===== src/rtl/configs_loader.sv =====
// rtl/configs_loader.sv - streamed configuration loader with XOR checksum and atomic commit
module configs_loader #(
    parameter int DATA_W    = 32,
    parameter int NUM_WORDS = 24,
    parameter int ADDR_W    = 5
) (
    input  logic                        clk,
    input  logic                        reset,
    input  logic                        io_start,
    input  logic                        io_d_in_valid,
    output logic                        io_d_in_ready,
    input  logic [DATA_W-1:0]           io_d_in,
    input  logic [ADDR_W-1:0]           io_rd_addr,
    output logic [DATA_W-1:0]           io_rd_data,
    output logic                        io_busy,
    output logic                        io_done,
    output logic                        io_error,
    output logic [DATA_W*NUM_WORDS-1:0] io_configs_out
);

    localparam logic [ADDR_W-1:0] LAST_PTR = ADDR_W'(NUM_WORDS - 1);

    typedef enum logic [1:0] {
        IDLE = 2'd0,
        LOAD = 2'd1,
        CSUM = 2'd2
    } state_t;

    state_t              state_q, state_d;
    logic [ADDR_W-1:0]   ptr_q, ptr_d;
    logic [DATA_W-1:0]   accum_q, accum_d;
    logic [DATA_W-1:0]   shadow_q [NUM_WORDS];
    logic [DATA_W-1:0]   shadow_d [NUM_WORDS];
    logic [DATA_W-1:0]   active_q [NUM_WORDS];
    logic [DATA_W-1:0]   active_d [NUM_WORDS];
    logic [DATA_W-1:0]   rd_data_q, rd_data_d;
    logic                done_q, done_d;
    logic                error_q, error_d;
    logic                accept;

    assign io_busy       = (state_q != IDLE);
    assign io_d_in_ready = (state_q != IDLE) && !io_start;
    assign accept        = io_d_in_valid && io_d_in_ready;
    assign io_rd_data    = rd_data_q;
    assign io_done       = done_q;
    assign io_error      = error_q;

    for (genvar i = 0; i < NUM_WORDS; i++) begin : g_pack
        assign io_configs_out[DATA_W*i +: DATA_W] = active_q[i];
    end

    always_comb begin
        state_d   = state_q;
        ptr_d     = ptr_q;
        accum_d   = accum_q;
        shadow_d  = shadow_q;
        active_d  = active_q;
        done_d    = 1'b0;
        error_d   = error_q;
        rd_data_d = (io_rd_addr <= LAST_PTR) ? active_q[io_rd_addr] : '0;

        // io_start restarts from any state; the word offered alongside it is dropped
        if (io_start) begin
            state_d = LOAD;
            ptr_d   = '0;
            accum_d = '0;
            error_d = 1'b0;
        end else if (accept) begin
            case (state_q)
                LOAD: begin
                    shadow_d[ptr_q] = io_d_in;
                    accum_d         = accum_q ^ io_d_in;
                    if (ptr_q == LAST_PTR) begin
                        state_d = CSUM;
                    end else begin
                        ptr_d = ptr_q + 1'b1;
                    end
                end
                CSUM: begin
                    state_d = IDLE;
                    if (io_d_in == accum_q) begin
                        active_d = shadow_q;
                        done_d   = 1'b1;
                    end else begin
                        error_d = 1'b1;
                    end
                end
                default: state_d = IDLE;
            endcase
        end
    end

    always_ff @(posedge clk or negedge reset) begin
        if (!reset) begin
            state_q   <= IDLE;
            ptr_q     <= '0;
            accum_q   <= '0;
            rd_data_q <= '0;
            done_q    <= 1'b0;
            error_q   <= 1'b0;
            for (int i = 0; i < NUM_WORDS; i++) begin
                shadow_q[i] <= '0;
                active_q[i] <= '0;
            end
        end else begin
            state_q   <= state_d;
            ptr_q     <= ptr_d;
            accum_q   <= accum_d;
            rd_data_q <= rd_data_d;
            done_q    <= done_d;
            error_q   <= error_d;
            shadow_q  <= shadow_d;
            active_q  <= active_d;
        end
    end

endmodule


===== config.mk =====
export PLATFORM = sky130hd
export DESIGN_NAME = configs_loader
export DESIGN_NICKNAME = d
export VERILOG_FILES = /design/src/rtl/configs_loader.sv
export SDC_FILE = /design/constraint.sdc
export NUM_CORES = 2
export LEC_CHECK = 0
export BUFFER_PORTS_ARGS = -buffer_cell sky130_fd_sc_hd__buf_2
export CAP_MARGIN = 5
export CORE_MARGIN = 2
export CORE_UTILIZATION = 30
export CTS_BUF_LIST = sky130_fd_sc_hd__clkbuf_2 sky130_fd_sc_hd__clkbuf_4 sky130_fd_sc_hd__clkbuf_8
export CTS_CLUSTER_SIZE = 12
export DETAILED_ROUTE_END_ITERATION = 16
export GPL_ROUTABILITY_DRIVEN = 0
export GPL_TIMING_DRIVEN = 0
export PLACE_DENSITY_LB_ADDON = 0.3
export RECOVER_POWER = 100
export SYNTH_ARGS = -nofsm -noshare
export SYNTH_HDL_FRONTEND = slang
export SYNTH_SLANG_ARGS = --single-unit
export TNS_END_PERCENT = 50

===== constraint.sdc =====
create_clock -name clk -period 3.75 [get_ports clk]
set_input_delay 0.375 -clock clk [delete_from_list [all_inputs] [get_ports clk]]
set_output_delay 0.375 -clock clk [all_outputs]
set_load 0.1 [all_outputs]

Word-level counts from Yosys, hierarchy flattened
Cells that the tools add are included.
{"block": "totals", "register_bits": 1609, "in_bits": 41, "out_inout_bits": 804, "elab_cells": 110}
{"block": "op_classes", "n_addsub": 1, "magnitude_cmp": 4, "eq_ne": 7, "mux": 26, "bitwise_logic": 4, "n_reduce_logical": 14}
{"operator": "768-bit bitwise mux", "count": 1}
{"operator": "32-bit two-way mux", "count": 7}
{"operator": "32-bit binary-select mux with 5-bit select", "count": 1}
{"operator": "32-bit demux with 5-bit select", "count": 1}
{"operator": "32-bit equality test", "count": 1}
{"operator": "32-bit bitwise XOR", "count": 1}
{"operator": "5-bit two-way mux", "count": 4}
{"operator": "6-bit greater-or-equal comparator, second input constant", "count": 2}
{"operator": "5-bit inverter with 6-bit output", "count": 2}
{"operator": "3-bit AND reduction", "count": 3}
{"operator": "1-bit two-way mux", "count": 8}
{"operator": "2-bit two-way mux", "count": 4}
{"operator": "2-bit nonzero test", "count": 4}
{"operator": "6-bit by 1-bit < comparator with 1-bit output, second input constant", "count": 1}
{"operator": "5-bit by 1-bit adder with 5-bit output, second input constant", "count": 1}
{"operator": "5-bit equality test, second input constant", "count": 1}
{"operator": "5-bit <= comparator, second input constant", "count": 1}
{"operator": "2-bit inequality test, second input constant", "count": 2}
{"operator": "2-bit AND reduction", "count": 2}
{"operator": "4-bit AND reduction", "count": 1}
{"operator": "1-bit logical AND", "count": 3}
{"operator": "3-bit inequality test, second input constant", "count": 1}
{"operator": "2-bit by 1-bit equality test with 1-bit output, second input constant", "count": 1}
{"operator": "2-bit equality test, second input constant", "count": 1}
{"operator": "2 further kinds", "count": 2}

Logic depth before layout (Yosys ltp)
{"block": "logic_depth", "ltp_word": 6, "ltp_mapped": 9}

Least setup slack after synthesis
No wires, ideal clock.
{"block": "synth_path", "path_type": "reg2out", "start": "register state_q[1]", "end": "output io_d_in_ready", "arrival_time_ns": 2.243, "t_required_ns": 3.375, "slack_ns": 1.132, "stages_incl_launch_ff": 3, "n_path_buf": 0, "path_cell_list": "dfrtp_1 or2_2 nor2b_1"}
{"block": "synth_between", "elab_chain_cells": 2}
{"item": "start: declaration", "line_no": "29", "rtl": "state_t state_q, state_d;"}
{"item": "start signal: assignment", "line_no": "106", "rtl": "state_q <= state_d;"}
{"item": "2-bit nonzero test"}
{"item": "named net io_busy", "line_no": "15", "rtl": "output logic io_busy,"}
{"item": "1-bit logical AND", "line_no": "42", "rtl": "assign io_d_in_ready = (state_q != IDLE) && !io_start;"}
{"item": "end: declaration", "line_no": "11", "rtl": "output logic io_d_in_ready,"}
The timed path passes the listed nets, and every way through them passes these cells.

Worst setup path in the final report
{"block": "layout_path", "start": "input io_d_in[31]", "end": "register active_q (netlist bit io_configs_out[279])"}
{"block": "layout_between", "elab_chain_cells": 2}
{"item": "start: declaration", "line_no": "12", "rtl": "input logic [DATA_W-1:0] io_d_in,"}
{"item": "32-bit equality test", "line_no": "81", "rtl": "if (io_d_in == accum_q) begin"}
{"item": "4-bit AND reduction (no source line)"}
{"item": "end signal: assignment", "line_no": "113", "rtl": "active_q <= active_d;"}
{"item": "end: declaration", "line_no": "34", "rtl": "logic [DATA_W-1:0] active_q [NUM_WORDS];"}
Every way passes these cells.
A chain may end at the register's enable or synchronous reset.

==> impl_metrics.toml <==
[logic_synthesis]
synth-seq-area-share = 0.6108
synth_cell_types = 40
synth_xor_area_frac = 0.008769
synth_area_per_cell_um2 = 16.43
synth_adder_area_share = 0.0007592
synthesis.nets = 4057
syn_inst = 4012
synth_top_family_by_area = "multiplexers"
syn_area_mm2 = 0.06592
synth-compound-area-share = 0.01222
synth-seq-cells = 1609
ys_warn_count = 0
muxShareOfSynthArea = 0.3330
synth_simple_gate_area_frac = 0.009338

[floorplan]
start_util = 0.3009
dieArea_mm2 = 0.2235
core_mm2 = 0.2191
fp.dieH_um = 472.8
rows = 172
ios = 845
fp.dieW_um = 472.8

[routing]
drtPass1Iterations = 5
num_vias = 40786
wl_per_cell_um = 31.76
drc = 0
vias_per_cell = 4.944
final_antenna_net_count = 0
drt-total-wl_mm = 262.0
drt_iter0_drc = 2293

[clock_network]
insertion_delay_ns = 1.04
cts_tree = "done"
cts_sinks = 1609
cts_buffer_depth = 4
clkTransAtPathRegs_ns = 0.06
clock-root-buffer = "clkbuf_8"
cts.htree.levels = 5
cts_inserted_buffers = 306
cts_setup_buffers = 0

[worst_setup_path]
crit_arrival_ns = 4.63
cpPeakStageDelay_ns = 0.64
crit_fanout = 10
crit_path_end_kind = "register"
slowest_stage = "clkbuf_1"
crit_chain = "dlygate4sd3_1 > clkbuf_1 > xor2_1 > nor4_1 > nand4_1 > nor3_4 > buf_4 > buf_4 > buf_4 > mux2_1"
cp.required_ns = 4.60
crit_path_frequent_cell = "buf_4"
cp-start-kind = "primary input"
worstSetupPathType = "primary input to register"

[power_and_ir_drop]
powerDensity_mw_per_mm2 = 469.2
finalPower_w = 0.03724
p_leak_nw = 38.94
ir_worst_vdd_mv = 0.3508

[place]
placed_area_mm2 = 0.07393
hpwlAfterDp_mm = 200.8
post-place-ws_ns = -1.167
numPortBuffers = 807

[sta]
rsz0062_at_grt = "yes"
max_slew.worst_pin.slew_ns = 2.328
final.setup.tns_ns = -0.1300
fin_crit_ns = 3.773
hold_viol = 0
finalCritPeriodShare = 1.006
fin_skew_ns = 0.07832
fmax_mhz = 265.0
setup_viol = 10
maxSlewViolCount = 669
maxSlewHeadroom = -0.5522
finalWorstSetupSlack_ns = -0.02316

[final_layout]
fillers = 21506
design_area_mm2 = 0.07938
nNetsFinal = 5216
area_growth_pct = 20.41
drive_above_1_share = 0.3640

[status]
violations = "max-capacitance violations, max-slew violations, negative setup slack"
status = "finished with violations"

[worst_hold_path]
hold_class = "primary input to register"

[global_route]
antenna_found_initial = 22
track_usage = 0.2306
grt_max_degree = 174
grt_first_pass_wirelength_mm = 355.1
grt_pass1_vias = 42618
overflow = 0

[job]
cap_violations = 48
-- worst max-delay path: cells and delay by family --
family / cells / cell delay [ns]
simple gates: 3 / 1.32
mux: 1 / 0.35
buf+inv: 5 / 2.34
xor+xnor: 1 / 0.15
-- power by group --
group | internal [W] | switching, W
sequential | 0.0177 | 0.000175
combinational | 0.000485 | 0.00108
clock | 0.0102 | 0.00754
total | 0.0284 | 0.00880
-- kinds of logic after synthesis --
kind of cell               after synthesis
and+or+nand+nor                        131
AOI/OAI and AO/OA                      104
adders and majority gates                4
muxes                                 1761
DFF                                   1609
xor gates and xnor gates                66
buffers and inverters                  337
-- sequential cells by signal (all words and copies together), names as in the netlist --
register        cells
io_configs_out    768
shadow_q          768
accum_q            32
io_rd_data         32
ptr_q               5
state_q             2
io_done             1
io_error            1
-- what timing repair did --
item                                   CTS  global route
endpoints found under the hold margin  443             0
cloned                                   0             1
hold buffers                            28             0
setup endpoints to repair              105           153
gates resized for setup                  1             0
-- metal layers --
| layer | share of wire | vias up | global-route usage |
|---|---|---|---|
| li1 | - | 16948 | - |
| met1 | 0.42 | 22067 | 0.2941 |
| met2 | 0.46 | 1322 | 0.3641 |
| met3 | 0.065 | 449 | 0.06043 |
| met4 | 0.052 | 0 | 0.1111 |
| met5 | 0 | - | 0 |
-- final timing paths --
check | start | endpoint | slack (ns) | depth (start not counted)
worst max-delay path | io_d_in[31] | io_configs_out[279]$_DFFE_PN0P_ | -0.02 | 10
worst min-delay path | io_d_in[28] | shadow_q[60]$_DFFE_PN0P_ | 0.11 | 2
worst max register to register | accum_q[6]$_DFFE_PN0P_ | io_configs_out[279]$_DFFE_PN0P_ | 0.11 | 8
worst min register to register | shadow_q[754]$_DFFE_PN0P_ | io_configs_out[18]$_DFFE_PN0P_ | 0.43 | 1
max in group asynchronous | reset | shadow_q[530]$_DFFE_PN0P_ | 0.31 | 8
min in group asynchronous | reset | io_configs_out[761]$_DFFE_PN0P_ | 0.53 | 6
-- cell usage after synthesis --
cell type	count	area, um^2
o22ai_1	32	200.2
xor2_1	65	569.3
and2_1	5	31.28
nor3b_1	3	22.52
buf_1	25	93.84
ha_1	4	50.05
and2_0	1	6.260
mux2_2	1132	12750
a221oi_1	32	280.3
mux2i_1	33	330.3
o21ai_0	2	10.01
and4bb_2	1	12.51
a22o_1	32	280.3
buf_6	22	247.7
nor2_1	37	138.9
nand3_1	1	5.000
inv_1	3	11.26
and4b_1	1	10.01
mux4_2	192	4324
xnor2_1	1	8.760
buf_4	25	187.7
clkbuf_1	154	578.1
nor3_1	2	10.01
a21o_1	1	7.510
and3b_1	3	26.28
nor3_2	1	10.01
a21oi_1	4	20.02
nor2b_1	4	25.02
dfrtp_1	1609	40260
nand2_1	55	206.5
nand2b_1	2	12.51
nor4_1	8	50.05
or3_1	1	6.260
or4bb_1	1	11.26
buf_2	108	540.5
o21bai_1	1	7.510
and3_1	1	6.260
nand4_1	3	18.77
mux2_1	404	4549
or2_2	1	6.260
-- layout make-up --
type / instances / area, um^2 / area share
multi-input combinational: 2066 / 24010 / 0.3024
sequential: 1609 / 40260 / 0.5072
timing repair buffer: 851 / 3690 / 0.04648
inverter: 3 / 11.26 / 0.0001419
clock inverter: 30 / 302.8 / 0.003815
buffer: 334 / 1584 / 0.01996
antenna: 18 / 45.04 / 0.0005674
clock buffer: 467 / 5883 / 0.07411
tap: 2871 / 3592 / 0.04525
-- per-stage QoR --
stage          utilization  instances  hold slack, ns
2_1_floorplan            -       4012         0.07941
3_3_place_gp        0.3357       7690          0.4649
3_5_place_dp        0.3375       7704          0.3132
4_1_cts             0.3676       8229        0.004053
5_1_grt             0.3621       8233         0.05526
6_report            0.3623       8249          0.1122
-- cell usage in the layout, fill, tap and decap left out, types with 33 or more instances in the layout --
cell type  count
dfrtp_1     1609
mux2_2      1132
clkbuf_1    1029
mux2_1       404
clkbuf_8     380
mux4_2       192
clkbuf_4      90
xor2_1        65
nand2_1       55
buf_2         50
nor2_1        37
mux2i_1       33
Power figures use the tool's default switching activity.
